[src/rtl/reg_file.sv]
// Parametrised register file: 1 write port with byte enables, 2 combinational read ports,
// synchronous bulk clear, optional hardwired-zero register 0.
// Optional write-to-read forwarding is enabled by defining REG_FILE_BYPASS_EN.
module reg_file #(
  parameter int WIDTH   = 32,
  parameter int DEPTH   = 32,
  parameter int AW      = 5,
  parameter bit ZERO_R0 = 1'b1
) (
  input  logic               clk,
  input  logic               rst,
  input  logic               clr,
  input  logic               en_reg,
  input  logic [AW-1:0]      w_addr,
  input  logic [WIDTH/8-1:0] byte_en,
  input  logic [WIDTH-1:0]   d_in,
  input  logic [AW-1:0]      r_addr_a,
  input  logic [AW-1:0]      r_addr_b,
  output logic [WIDTH-1:0]   d_out_a,
  output logic [WIDTH-1:0]   d_out_b
);

  localparam int NB = WIDTH / 8;

  logic [WIDTH-1:0] mem [DEPTH];
  logic [WIDTH-1:0] lane_mask;
  logic [WIDTH-1:0] merged;
  logic             wr_ok;

  for (genvar i = 0; i < NB; i++) begin : g_lane
    assign lane_mask[8*i +: 8] = {8{byte_en[i]}};
  end

  // Word as it will look after this cycle's write: new lanes from d_in, the rest held.
  assign merged = (mem[w_addr] & ~lane_mask) | (d_in & lane_mask);
  assign wr_ok  = en_reg && !(ZERO_R0 && (w_addr == '0));

  // NOTE: every word is a flop with async reset so the whole file reads 0 during reset;
  // this rules out mapping the array onto a RAM macro, which cannot be reset in bulk.
  // NOTE: sequential state uses non-blocking assignments so all words update together.
  always_ff @(posedge clk or negedge rst) begin
    if (!rst) begin
      for (int i = 0; i < DEPTH; i++) mem[i] <= '0;
    end else if (clr) begin
      for (int i = 0; i < DEPTH; i++) mem[i] <= '0;
    end else if (wr_ok) begin
      mem[w_addr] <= merged;
    end
  end

`ifdef REG_FILE_BYPASS_EN
  logic fwd_ok;
  assign fwd_ok = en_reg && !clr && rst;
`endif

  // NOTE: outputs get an unconditional default first so no path can infer a latch.
  always_comb begin
    d_out_a = mem[r_addr_a];
`ifdef REG_FILE_BYPASS_EN
    if (fwd_ok && (r_addr_a == w_addr)) d_out_a = merged;
`endif
    if (ZERO_R0 && (r_addr_a == '0)) d_out_a = '0;
  end

  always_comb begin
    d_out_b = mem[r_addr_b];
`ifdef REG_FILE_BYPASS_EN
    if (fwd_ok && (r_addr_b == w_addr)) d_out_b = merged;
`endif
    if (ZERO_R0 && (r_addr_b == '0)) d_out_b = '0;
  end

endmodule

[config.mk]
export PLATFORM = sky130hd
export DESIGN_NAME = reg_file
export DESIGN_NICKNAME = d
export VERILOG_FILES = /design/src/rtl/reg_file.sv
export SDC_FILE = /design/constraint.sdc
export NUM_CORES = 2
export LEC_CHECK = 0
export ABC_CLOCK_PERIOD_IN_PS = 4560
export CELL_PAD_IN_SITES_DETAIL_PLACEMENT = 0
export CELL_PAD_IN_SITES_GLOBAL_PLACEMENT = 1
export CORE_MARGIN = 10
export CORE_UTILIZATION = 40
export DETAILED_ROUTE_END_ITERATION = 6
export DONT_BUFFER_PORTS = 1
export GPL_ROUTABILITY_DRIVEN = 0
export HOLD_SLACK_MARGIN = 0.05
export PLACE_DENSITY = 0.67
export SLEW_MARGIN = 5
export SYNTH_ARGS = -nofsm -noshare
export SYNTH_HDL_FRONTEND = slang
export SYNTH_SLANG_ARGS = --single-unit
[constraint.sdc]
create_clock -name clk -period 4.56 [get_ports clk]
set_input_delay 0 -clock clk [delete_from_list [all_inputs] [get_ports clk]]
set_output_delay 0 -clock clk [all_outputs]
set_load 0.05 [all_outputs]
# ---- Yosys cells after proc, flatten, opt, wreduce, memory -nomap -nowiden
# Cells that the tools add are included.
dict set report word_totals {
  register_bits 1024
  inputBits 55
  output_inout_bits 64
  elab_cells 66
}
dict set report classes {
  n_lt_le_gt_ge 4
  mux 16
  bitwise_logic 7
  n_reduce_logical 7
}
# op n
set op_table {}
lappend op_table {{$mux W1024} 2}
lappend op_table {{$bwmux W1024} 1}
lappend op_table {{$bmux W32 S5} 3}
lappend op_table {{$mux W32} 9}
lappend op_table {{$demux W32 S5} 1}
lappend op_table {{$and A32 B32 Y32} 2}
lappend op_table {{$not A32 Y32} 1}
lappend op_table {{$or A32 B32 Y32} 1}
lappend op_table {{$ge A6 B6 Y1 const B} 3}
lappend op_table {{$not A5 Y6} 3}
lappend op_table {{$logic_not A5 Y1} 3}
lappend op_table {{$lt A6 B1 Y1 const B} 1}
lappend op_table {{$logic_and A1 B1 Y1} 2}
lappend op_table {{$reduce_bool A2 Y1} 1}
lappend op_table {{$logic_not A1 Y1} 1}

# ---- Longest topological paths before layout
dict set report depth {
  depth_word 9
  depth_mapped 13
  mapped_depth_nobuf 6
}

# ---- Worst setup path before layout
# Ideal clock, no wire load.
dict set report synth_timing {
  path_type {input to output}
  from {input port r_addr_b[0]}
  to {output port d_out_b[21]}
  arrival_time_ns 2.532
  path_slack_ns 2.028
  cell_stages 7
  n_path_buf 3
  cell_sequence {clkbuf_1 buf_2 buf_1 mux4_2 mux4_2 nand2_1 o21ai_0}
}
dict set report synth_via {
  elab_chain_len 5
  elab_cells_between_ends 6
  classes_between {4 x mux; 1 x bitwise; 1 x reduce/logical}
}
# item line_no
set synth_rtl {}
lappend synth_rtl {{start, declared} 18} ;# input logic [AW-1:0] r_addr_b,
lappend synth_rtl {{$not A5 Y6 (implied by the code)} 66} ;# d_out_b = mem[r_addr_b];
lappend synth_rtl {{$bmux W32 S5} 66}
lappend synth_rtl {{$mux W32 (implied by the code) (2 in a row)} 66}
lappend synth_rtl {{$mux W32 (*)} 70} ;# if (ZERO_R0 && (r_addr_b == '0)) d_out_b = '0;
lappend synth_rtl {{end, declared} 20} ;# output logic [WIDTH-1:0] d_out_b
# Every way passes the cells marked *; elsewhere a longest branch is shown, timed or not. The select of a mux whose other input is x is not followed.

# ---- Final worst setup path
dict set report layout_timing {
  from {input port w_addr[4]}
  to {register mem[199] (netlist name)}
}
dict set report layout_via {
  elab_chain_len 9
  elab_cells_between_ends 18
  classes_between {2 x order compare; 8 x mux; 3 x bitwise; 5 x reduce/logical}
}
# item line_no
set layout_rtl {}
lappend layout_rtl {{start, declared} 14} ;# input logic [AW-1:0] w_addr,
lappend layout_rtl {{$not A5 Y6 (implied by the code)} {35, 47}}
lappend layout_rtl {{$bmux W32 S5} 35} ;# assign merged = (mem[w_addr] & ~lane_mask) | (d_in & lane_mask);
lappend layout_rtl {{$mux W32 (implied by the code) (2 in a row)} 35}
lappend layout_rtl {{$and A32 B32 Y32} 35}
lappend layout_rtl {{$or A32 B32 Y32} 35}
lappend layout_rtl {{$bwmux W1024} 47} ;# mem[w_addr] <= merged;
lappend layout_rtl {{$mux W1024} 46} ;# end else if (wr_ok) begin
lappend layout_rtl {{$mux W1024} 44} ;# end else if (clr) begin
lappend layout_rtl {{end signal, assigned by index} 47}
lappend layout_rtl {{end, declared} 25} ;# logic [WIDTH-1:0] mem [DEPTH];
# Parallel ways exist; a longest one is shown, timed or not. The select of a mux whose other input is x is not followed.
# A chain may end at the register's enable or synchronous reset.

==> impl_metrics.py <==
metrics = {
    "critical_path": {
        "end_kind": "register",
        "critPathTopFamily": "buffers and inverters",
        "cp.buffers_inverters": 5,
        "cp_data_arrival_time_ns": 4.73,
        "cp_max_fo": 16,
        "max_stage_delay_ns": 1.38,
        "startpoint_type": "input pin",
        "cp_cell_sequence": "dlygate4sd3_1 -> inv_2 -> nor2_4 -> buf_4 -> a22o_1 -> a21oi_1 -> a32oi_2 -> dlygate4sd3_1 -> buf_4 -> a22o_1",
        "cp_slowest_cell": "dlygate4sd3_1",
        "cp.required_ns": 5.27,
        "critPathKind": "in2reg",
    },
    "synthesis": {
        "synth_fa_ha_area_share_pct": 0,
        "synth_edf_count": 0,
        "ys_types": 58,
        "muxShareOfSynthArea_pct": 32.37,
        "synth_top_cell_area_share_pct": 41.81,
        "yosysWarnings": 0,
        "yosys-top-cells-area": "dfrtp_1 42%, mux4_2 28%, a22o_1 13%, mux2i_1 4.2%, clkbuf_1 1.9%",
        "synth_top_family_by_area": "multiplexers",
        "synth_compound_area_share_pct": 17.79,
        "synth_top_cell_by_area": "dfrtp_1",
        "avgSynthCellArea_sq_um": 13.82,
        "yosys.area_share.xor_xnor_pct": 0,
        "syn_area_sq_um": 61290,
        "synthSimpleGateAreaFrac_pct": 3.140,
        "synthArstFlopShare_pct": 100.0,
        "syn-instance-count": 4434,
        "synthFlopType": "dfrtp_1",
        "syn_nets": 4489,
        "synth-seq-area-share_pct": 41.81,
        "ys_ff_latch": 1024,
    },
    "clock_network": {
        "postCtsHoldBufs": 67,
        "clkTransAtPathRegs_ns": 0.06,
        "cts_buffers": 120,
        "clock_latency_ns": 0.81,
        "cts_setup_buffers": 0,
        "cts_tree": "yes",
        "clock_path_buffers": 3,
        "cts_resized": 0,
        "clock-sinks": 1024,
        "htree_levels": 3,
        "clock-root-buffer": "clkbuf_16",
    },
    "finish": {
        "mostFrequentLayoutCells": "1024 x dfrtp_1, 927 x a22o_1, 756 x mux4_2",
        "area_growth_pct": 11.58,
        "num-nets-final": 4288,
        "top_register": "mem",
        "final_common_cell": "dfrtp_1",
        "reg_top3": "mem (1024)",
        "finalNonFillerCells": 6386,
        "drive_above_1_share_pct": 29.56,
        "largest_reg_flops": 1024,
    },
    "routing": {
        "post_drt_wl_per_cell_um": 43.21,
        "drt-initial-drc-count": 6745,
        "vias": 48060,
        "wl_mm": 276.0,
        "dr.pass1.iters": 6,
        "drc": 0,
        "vias_per_cell": 7.525,
        "drtAntennaViolNets": 0,
    },
    "pwr": {
        "peakVddDrop_v": 0.0003483,
        "seq_power_share_pct": 42.6,
        "switchingPower_uw": 5798,
        "intPower_uw": 15800,
        "p_leak_uw": 0.02817,
        "report.power.total_uw": 21600,
        "power_density_nw_per_um2": 315.8,
        "p_sw_share_pct": 26.84,
        "combPwrFrac_pct": 9.5,
        "p_clk_share_pct": 47.9,
    },
    "placement": {
        "dp_cells": 6071,
        "io_buffers": 0,
        "dp_hpwl_mm": 150.2,
        "pre_cts_slack_ns": 1.037,
    },
    "global_route": {
        "antenna_found_initial": 20,
        "grt_max_degree": 401,
        "gr-total-overflow": 0,
        "grt_pass1_vias": 47600,
        "grt_pass1_wl_mm": 386.3,
        "grtUsageTotal_pct": 31.94,
    },
    "die": {
        "core_area_sq_um": 152100,
        "die_area_sq_um": 169300,
        "die_h_um": 411.5,
        "num_io_pins": 119,
        "die_w_um": 411.5,
        "std_cell_rows": 143,
        "initial_core_util_pct": 40.30,
    },
    "timing": {
        "tns_ns": 0,
        "slew_violations": 155,
        "fin_crit_ns": 4.017,
        "max_slew.worst_pin.slew_ns": 2.053,
        "finalClockSkew_ns": 0.04978,
        "finalWorstSetupSlack_ns": 0.5426,
        "min_period_over_period_pct": 88.10,
        "relSlewSlack_pct": -36.89,
        "setup-violations-final": 0,
        "rsz0062_at_grt": "no",
        "hold_viol": 0,
        "fmax_mhz": 248.9,
        "finalHoldWorstSlack_ns": 0.07040,
    },
    "worst_hold_path": {
        "hold_class": "in2async",
    },
    "run_status": {
        "violations": "slew limit",
        "status": "finished with violations",
    },
    "job": {
        "cap_violations": 0,
    },
}
synth_stat cells, drive strengths merged (23+ instances only):
master	instances
nand2	185
clkbuf	315
o22ai	54
dfrtp	1024
a22o	927
o21ai	131
a21oi	60
mux2i	260
mux4	756
nor3	23
buf	244
inv	76
nand3	35
a22oi	93
nor2b	65
nor2	50
per-stage QoR:
stage / utilization (%) / area [sq um]
after global routing: 44.94 / 68340
after detailed placement: 41.68 / 63390
final: 44.97 / 68390
after floorplan: - / 61290
after global placement: 41.67 / 63370
after CTS: 44.88 / 68250
path summary, 6_finish.rpt:
check / cells past startpoint / endpoint / slack (ns) / startpoint
max: 10 / mem[199] / 0.54 / w_addr[4]
min reg2reg: 2 / mem[511] / 0.53 / mem[511]
min in group clk: 4 / mem[123] / 0.08 / byte_en[3]
max reg2reg: 8 / mem[220] / 1.36 / mem[572]
max in group asynchronous: 6 / mem[550] / 1.71 / rst
min: 2 / mem[1017] / 0.07 / rst
power groups by stage:
stage	combinational [uW]	clock, uW	sequential, uW
floorplan	1390	0	9340
global placement	1830	0	9360
detailed placement	1840	0	9360
CTS	1960	10400	9190
global route	2060	10800	9200
finish	2050	10300	9200
routing by layer:
metal / global-route usage, % / part of all wire (%) / up-vias
met2: 45.63 / 43 / 3630
met3: 12.02 / 13 / 875
met1: 41.52 / 37 / 25770
li1: - / - / 17770
met4: 18.17 / 6.4 / 18
met5: 0 / 0.048 / -
cells by family (layout without fill, tap and decap cells):
family                 Yosys count  after routing
multiplexers                  1035           1035
AO/OA/AOI/OAI                 1336           1336
buffers and inverters          635            535
other                            0             22
AND/OR/NAND/NOR                404            404
flip-flops                    1024           1024
area by class of cell:
class | instances | area (sq um)
inverters | 76 | 285.3
repair buffers | 236 | 2337
diodes | 22 | 55.05
clock inverters | 51 | 640.6
fillers | 13690 | 83690
well taps | 2030 | 2540
clock buffers | 172 | 3518
multi-input cells | 2775 | 33390
flip-flops and latches | 1024 | 25620
No activity file was read; power rests on OpenSTA's default activity.
